<file path="src/rtl/clk_div_prog.sv">
// Programmable clock divider with square, pulse and programmable-duty modes.
// Configuration is double-buffered and applied only on period wrap edges,
// so clk_out never shows a runt high or low phase.
module clk_div_prog #(
   parameter int unsigned CNT_W    = 17,
   parameter int unsigned DEF_DIV  = 100000,
   parameter int unsigned DEF_MODE = 0
) (
   input  logic             clk_in,
   input  logic             rst,
   input  logic             en,
   input  logic             cfg_valid,
   output logic             cfg_ready,
   input  logic [CNT_W-1:0] cfg_div,
   input  logic [CNT_W-1:0] cfg_duty,
   input  logic [1:0]       cfg_mode,
   output logic             clk_out,
   output logic             tick,
   output logic             cfg_err
);

   typedef enum logic [1:0] {
      MODE_SQUARE  = 2'd0,
      MODE_PULSE   = 2'd1,
      MODE_DUTY    = 2'd2,
      MODE_ILLEGAL = 2'd3
   } mode_t;

   localparam logic [CNT_W-1:0] DEF_N = CNT_W'(DEF_DIV);
   localparam logic [CNT_W-1:0] DEF_H = DEF_N - (DEF_N >> 1);
   localparam mode_t            DEF_M = mode_t'(2'(DEF_MODE));

   logic [CNT_W-1:0] r_cnt;
   logic [CNT_W-1:0] r_n_act;
   logic [CNT_W-1:0] r_h_act;
   mode_t            r_mode_act;
   logic [CNT_W-1:0] r_n_pend;
   logic [CNT_W-1:0] r_h_pend;
   mode_t            r_mode_pend;
   logic             r_pending;
   logic             r_clk_out;
   logic             r_tick;
   logic             r_cfg_err;

   logic             w_accept;
   logic             w_illegal;
   logic             w_wrap;
   logic             w_apply;
   logic [CNT_W-1:0] w_h_cfg;
   logic [CNT_W-1:0] w_n_nxt;
   logic [CNT_W-1:0] w_h_nxt;
   mode_t            w_mode_nxt;
   logic [CNT_W-1:0] w_cnt_nxt;
   logic             w_tick_nxt;
   logic             w_clk_nxt;

   // Handshake decode, wrap detection and next-period values
   always_comb begin
      w_accept   = cfg_valid && !r_pending;
      w_illegal  = (cfg_div < CNT_W'(2)) || (cfg_mode == MODE_ILLEGAL);
      w_h_cfg    = (cfg_mode == MODE_SQUARE) ? (cfg_div - (cfg_div >> 1)) : cfg_duty;
      w_wrap     = (r_cnt == (r_n_act - CNT_W'(1)));
      w_apply    = en && w_wrap && r_pending;
      w_n_nxt    = w_apply ? r_n_pend    : r_n_act;
      w_h_nxt    = w_apply ? r_h_pend    : r_h_act;
      w_mode_nxt = w_apply ? r_mode_pend : r_mode_act;

      // Disabled: park one cycle before wrap so re-enable starts a fresh period
      if (!en) begin
         w_cnt_nxt = r_n_act - CNT_W'(1);
      end else if (w_wrap) begin
         w_cnt_nxt = '0;
      end else begin
         w_cnt_nxt = r_cnt + CNT_W'(1);
      end

      w_tick_nxt = en && (w_cnt_nxt == '0);

      w_clk_nxt = 1'b0;
      if (en) begin
         case (w_mode_nxt)
            MODE_PULSE: w_clk_nxt = w_tick_nxt;
            default:    w_clk_nxt = (w_cnt_nxt < w_h_nxt);
         endcase
      end
   end

   // State, configuration buffers and registered outputs
   always_ff @(posedge clk_in) begin
      if (rst) begin
         r_cnt       <= DEF_N - CNT_W'(1);
         r_n_act     <= DEF_N;
         r_h_act     <= DEF_H;
         r_mode_act  <= DEF_M;
         r_n_pend    <= DEF_N;
         r_h_pend    <= DEF_H;
         r_mode_pend <= DEF_M;
         r_pending   <= 1'b0;
         r_clk_out   <= 1'b0;
         r_tick      <= 1'b0;
         r_cfg_err   <= 1'b0;
      end else begin
         r_cnt      <= w_cnt_nxt;
         r_n_act    <= w_n_nxt;
         r_h_act    <= w_h_nxt;
         r_mode_act <= w_mode_nxt;
         r_clk_out  <= w_clk_nxt;
         r_tick     <= w_tick_nxt;
         r_cfg_err  <= w_accept && w_illegal;
         // Apply and accept are exclusive: accept needs pending low, apply needs it high
         if (w_apply) begin
            r_pending <= 1'b0;
         end else if (w_accept && !w_illegal) begin
            r_pending   <= 1'b1;
            r_n_pend    <= cfg_div;
            r_h_pend    <= w_h_cfg;
            r_mode_pend <= mode_t'(cfg_mode);
         end
      end
   end

   assign cfg_ready = !r_pending;
   assign clk_out   = r_clk_out;
   assign tick      = r_tick;
   assign cfg_err   = r_cfg_err;

endmodule

</file>
<file path="config.mk">
export PLATFORM = sky130hd
export DESIGN_NAME = clk_div_prog
export DESIGN_NICKNAME = d
export VERILOG_FILES = /design/src/rtl/clk_div_prog.sv
export SDC_FILE = /design/constraint.sdc
export NUM_CORES = 1
export LEC_CHECK = 0
export ABC_AREA = 1
export CORE_ASPECT_RATIO = 0.9
export CORE_MARGIN = 3
export CORE_UTILIZATION = 55
export CTS_BUF_LIST = sky130_fd_sc_hd__clkbuf_16
export CTS_CLUSTER_SIZE = 25
export DETAILED_ROUTE_END_ITERATION = 7
export PLACE_DENSITY = 0.75
export SLEW_MARGIN = 40
export SYNTH_ARGS = -nofsm -noshare
export SYNTH_HDL_FRONTEND = slang
export SYNTH_SLANG_ARGS = --single-unit
</file>
<file path="constraint.sdc">
create_clock -name clk_in -period 3.6 [get_ports clk_in]
set_input_delay 0.36 -clock clk_in [delete_from_list [all_inputs] [get_ports clk_in]]
set_output_delay 0.36 -clock clk_in [all_outputs]
set_load 0.03 [all_outputs]
</file>
==> results.cfg, run 1 <==
[clocking]
cts_inserted_buffers = 9
clock_tree.buffer_depth = 2
cts.htree.levels = 3
worst_skew_pair.late_latency_ns = 0.35
cts.reportedPaths.clkPinSlew_ns = 0.07
cts.hold.buffers_added = 0
cts_tree = done
clock_tree_root_buffer_cell = sky130_fd_sc_hd__clkbuf_16
clock_sink_count = 93

[synthesis]
net_count_of_the_mapped_netlist = 1045
synth_warnings = 0
synth_seq_cells = 93
yosysUniqueCellTypes = 41
syn_inst = 960
post_synth_instance_area_um2 = 6200
seq_area_frac_synth_pct = 30.0
syn_area_per_cell_um2 = 6.46

[drt]
detail_route.drc_violations = 0
detailedRoute.firstIterationViolations = 658
initial_drt_pass_iterations = 7
routedWlPerCell_um = 15.8
antenna_violating_nets_post_route = 0
final_wirelength_mm = 18.6
route.detailed.vias_per_inst = 5.47
routed-via-count = 6465

[global_routing]
grt_pass1_vias = 5754
grt_start_max_net_pins = 52
global_route.usage.total_pct = 27.9
overflow = 0
grt_antenna_before_repair = 0
wire_length_of_the_first_global_routing_pass_mm = 28.3

[die]
chipWidth_um = 118
floorplan.die_area_um2 = 12600
io-pin-count = 44
initial_utilization_pct = 56.9
placeableCoreArea_um2 = 10900
row_count = 36
die_h_um = 107

[status]
result_of_the_run = complete, but fails checks
violations = setup timing

[timing]
timing.final.crit_share_pct = 103
max_freq_ghz = 0.271
pins_over_slew_limit = 0
timing.clock.skew_ns = 0.00885
hold_slack_ns = 0.446
min_period_ns = 3.69
grt_setup_unrepaired = true
fin_ws_ns = -0.0917
finalSetupViolCount = 1
timing_hold_violations_final = 0
relSlewSlack_pct = 50.1
worstMarginPinSlew_ns = 0.748

[worst_setup_path]
worst-setup-path-type = reg2reg
worst_path_max_delay_cell = sky130_fd_sc_hd__dfxtp_1
critical_path.reg2reg.startpoint = r_n_act[2]$_SDFFE_PP0N_
critPathRequiredTime_ns = 3.84
crit_path_max_fanout = 8
crit_start = r_n_act[2]$_SDFFE_PP0N_
cp_common_cell = sky130_fd_sc_hd__nand2_1
timing.critical_path.to_type = flop
path_buf_inv = 3
worst-endpoint-arrival_ns = 3.93
critical_path.max_stage_delay_ns = 0.38
cpLargestDelayFamily = simple AND/OR/NAND/NOR gates
cp-start-kind = flop

[place]
routabilityCongestion = 0.973
io_buffers = 43
pre_cts_ws_ns = 0.166
detailed_place_hpwl_mm = 13.3

[cells_and_area]
antenna_cell_count = 0
synthesis_to_layout_area_growth_pct = 24.6
proportion_of_layout_cells_with_a_drive_suffix_above_1_pct = 15.3
finish.net_count = 1110

[min_path]
min-delay-path-class = reg2reg
hold_path_startpoint = r_n_pend[4]$_SDFFE_PP0P_

[power_and_ir_drop]
leakage_nw = 3.67
p_per_area_nw_per_um2 = 364
power.ir.vdd_worst_mv = 0.302

[flow_run]
timing.max_cap.violations = 0
logic make-up after synthesis:
family / after synthesis / share of synthesized area [%]
adders and majority gates: 45 / 9.20
AOI/OAI and AO/OA: 178 / 15.6
buffers and inverters: 160 / 9.91
and+or+nand+nor: 465 / 32.4
muxes: 2 / 0.323
xor gates and xnor gates: 17 / 2.52
DFF: 93 / 30.0
Yosys cell counts (all sizes together):
| library cell | number | area share, % |
|---|---|---|
| o31ai | 1 | 0.12 |
| nor2 | 111 | 7.8 |
| mux2i | 2 | 0.32 |
| o221ai | 1 | 0.14 |
| a31oi | 1 | 0.10 |
| xnor2 | 2 | 0.28 |
| buf | 7 | 0.65 |
| fa | 1 | 0.32 |
| nand4 | 6 | 0.61 |
| nand3b | 3 | 0.36 |
| nor3 | 7 | 0.65 |
| xor2 | 15 | 2.2 |
| inv | 129 | 7.8 |
| nand2 | 251 | 15 |
| a211oi | 7 | 0.85 |
| clkinv | 2 | 0.12 |
| ha | 44 | 8.9 |
| a22oi | 1 | 0.20 |
| o211ai | 15 | 1.8 |
| a21o | 1 | 0.12 |
| a21oi | 84 | 6.8 |
| and2 | 1 | 0.10 |
| dfxtp | 93 | 30 |
| a21boi | 1 | 0.12 |
| clkbuf | 22 | 1.3 |
| nor4 | 3 | 0.30 |
| o21ai | 66 | 5.3 |
| nand3 | 83 | 7.1 |
cell type report:
type | instances | area, um^2
Clock buffer | 9 | 225
Clock inverter | 7 | 47.5
Fill cell | 953 | 3180
Inverter | 131 | 494
Multi-Input combinational cell | 707 | 4100
Sequential cell | 93 | 1870
Tap cell | 152 | 190
Timing Repair Buffer | 83 | 802
metal layers:
| metal | track usage (%) | up-vias | share of wire (%) | wire length, um |
|---|---|---|---|---|
| li1 | - | 3243 | - | - |
| met1 | 37.6 | 2938 | 44 | 8280 |
| met2 | 46.5 | 241 | 46 | 8570 |
| met3 | 4.32 | 43 | 6.7 | 1250 |
| met4 | 8.70 | 0 | 2.8 | 523 |
| met5 | 0 | - | 0 | 0 |
what timing repair did:
action	CTS	global route
resized for setup	0	95
setup endpoints to repair	0	1
setup buffers	0	17
flip-flops by register name, summed over array words and instances, names as in the netlist:
| signal | count |
|---|---|
| r_cnt | 17 |
| r_h_act | 17 |
| r_h_pend | 17 |
| r_n_act | 17 |
| r_n_pend | 17 |
| r_mode_act | 2 |
| r_mode_pend | 2 |
| cfg_err | 1 |
| clk_out | 1 |
| r_pending | 1 |
| tick | 1 |
cell usage in the layout, fill, tap and decap left out, types with 2 or more instances in the layout:
cell / instances
sky130_fd_sc_hd__buf_12: 2
sky130_fd_sc_hd__clkinv_1: 3
sky130_fd_sc_hd__dfxtp_1: 87
sky130_fd_sc_hd__nand3_2: 5
sky130_fd_sc_hd__nand2_2: 21
sky130_fd_sc_hd__inv_1: 115
sky130_fd_sc_hd__nor2_8: 2
sky130_fd_sc_hd__a211oi_1: 6
sky130_fd_sc_hd__a21oi_1: 81
sky130_fd_sc_hd__nor4_1: 2
sky130_fd_sc_hd__inv_2: 13
sky130_fd_sc_hd__nand3_1: 77
sky130_fd_sc_hd__clkdlybuf4s50_1: 43
sky130_fd_sc_hd__clkinv_2: 2
sky130_fd_sc_hd__buf_4: 34
sky130_fd_sc_hd__nor3_2: 3
sky130_fd_sc_hd__xnor2_1: 2
sky130_fd_sc_hd__ha_4: 11
sky130_fd_sc_hd__clkbuf_16: 11
sky130_fd_sc_hd__nor3_1: 4
sky130_fd_sc_hd__nor2_1: 88
sky130_fd_sc_hd__nand2_1: 220
sky130_fd_sc_hd__nor2_4: 9
sky130_fd_sc_hd__o21ai_0: 61
sky130_fd_sc_hd__dfxtp_2: 6
sky130_fd_sc_hd__nor2_2: 12
sky130_fd_sc_hd__a21oi_2: 3
sky130_fd_sc_hd__nand4_1: 6
sky130_fd_sc_hd__nand3b_1: 3
sky130_fd_sc_hd__o21ai_1: 5
sky130_fd_sc_hd__ha_1: 33
sky130_fd_sc_hd__inv_6: 3
sky130_fd_sc_hd__nand2_4: 9
sky130_fd_sc_hd__xor2_1: 14
sky130_fd_sc_hd__o211ai_1: 15
per-stage QoR:
| step | power, W | TNS [ns] | utilization [%] | cells | area [um^2] |
|---|---|---|---|---|---|
| 2_1_floorplan | 0.00160 | 0 | - | 960 | 6200 |
| 3_3_place_gp | 0.00182 | 0 | 63.1 | 1147 | 6880 |
| 3_5_place_dp | 0.00182 | 0 | 63.1 | 1147 | 6880 |
| 4_1_cts | 0.00271 | 0 | 65.6 | 1163 | 7150 |
| 5_1_grt | 0.00295 | -0.253 | 70.9 | 1182 | 7720 |
| 6_report | 0.00282 | -0.0917 | 70.9 | 1182 | 7720 |
worst reg2reg max path, delay by kind of cell (launching register included):
family	cells	cell delay, ns
compound gates	1	0.04
fa+ha+maj	1	0.28
buf+inv	3	0.31
flops	1	0.38
simple gates	20	2.59
report_power, final:
part / switching (W) / internal, W / total, W
clock: 0.000433 / 0.000471 / 0.000904
combinational: 0.000464 / 0.000305 / 0.000769
sequential: 0.0000527 / 0.00109 / 0.00114
total: 0.000950 / 0.00187 / 0.00282
path summary, 6_finish.rpt:
kind / endpoint / depth (start not counted) / slack, ns
worst min register to register: r_n_act[4]$_SDFFE_PP0N_ / 2 / 0.45
worst max register to register: clk_out$_SDFF_PP0_ / 25 / -0.09
worst min-delay path: r_n_act[4]$_SDFFE_PP0N_ / 2 / 0.45
worst max-delay path: clk_out$_SDFF_PP0_ / 25 / -0.09
No activity file was read; power rests on OpenSTA's default activity.
==> run 2, diff against run 1 <==
--- a/config.mk
+++ b/config.mk
@@ -10,6 +10,7 @@
 export CORE_MARGIN = 3
 export CORE_UTILIZATION = 55
 export CTS_BUF_LIST = sky130_fd_sc_hd__clkbuf_16
+export CTS_CLUSTER_DIAMETER = 60
 export CTS_CLUSTER_SIZE = 25
 export DETAILED_ROUTE_END_ITERATION = 7
 export PLACE_DENSITY = 0.75
==> results of run 2 <==
Same layout as run 1: the final DEF is identical, and so are final timing and power.
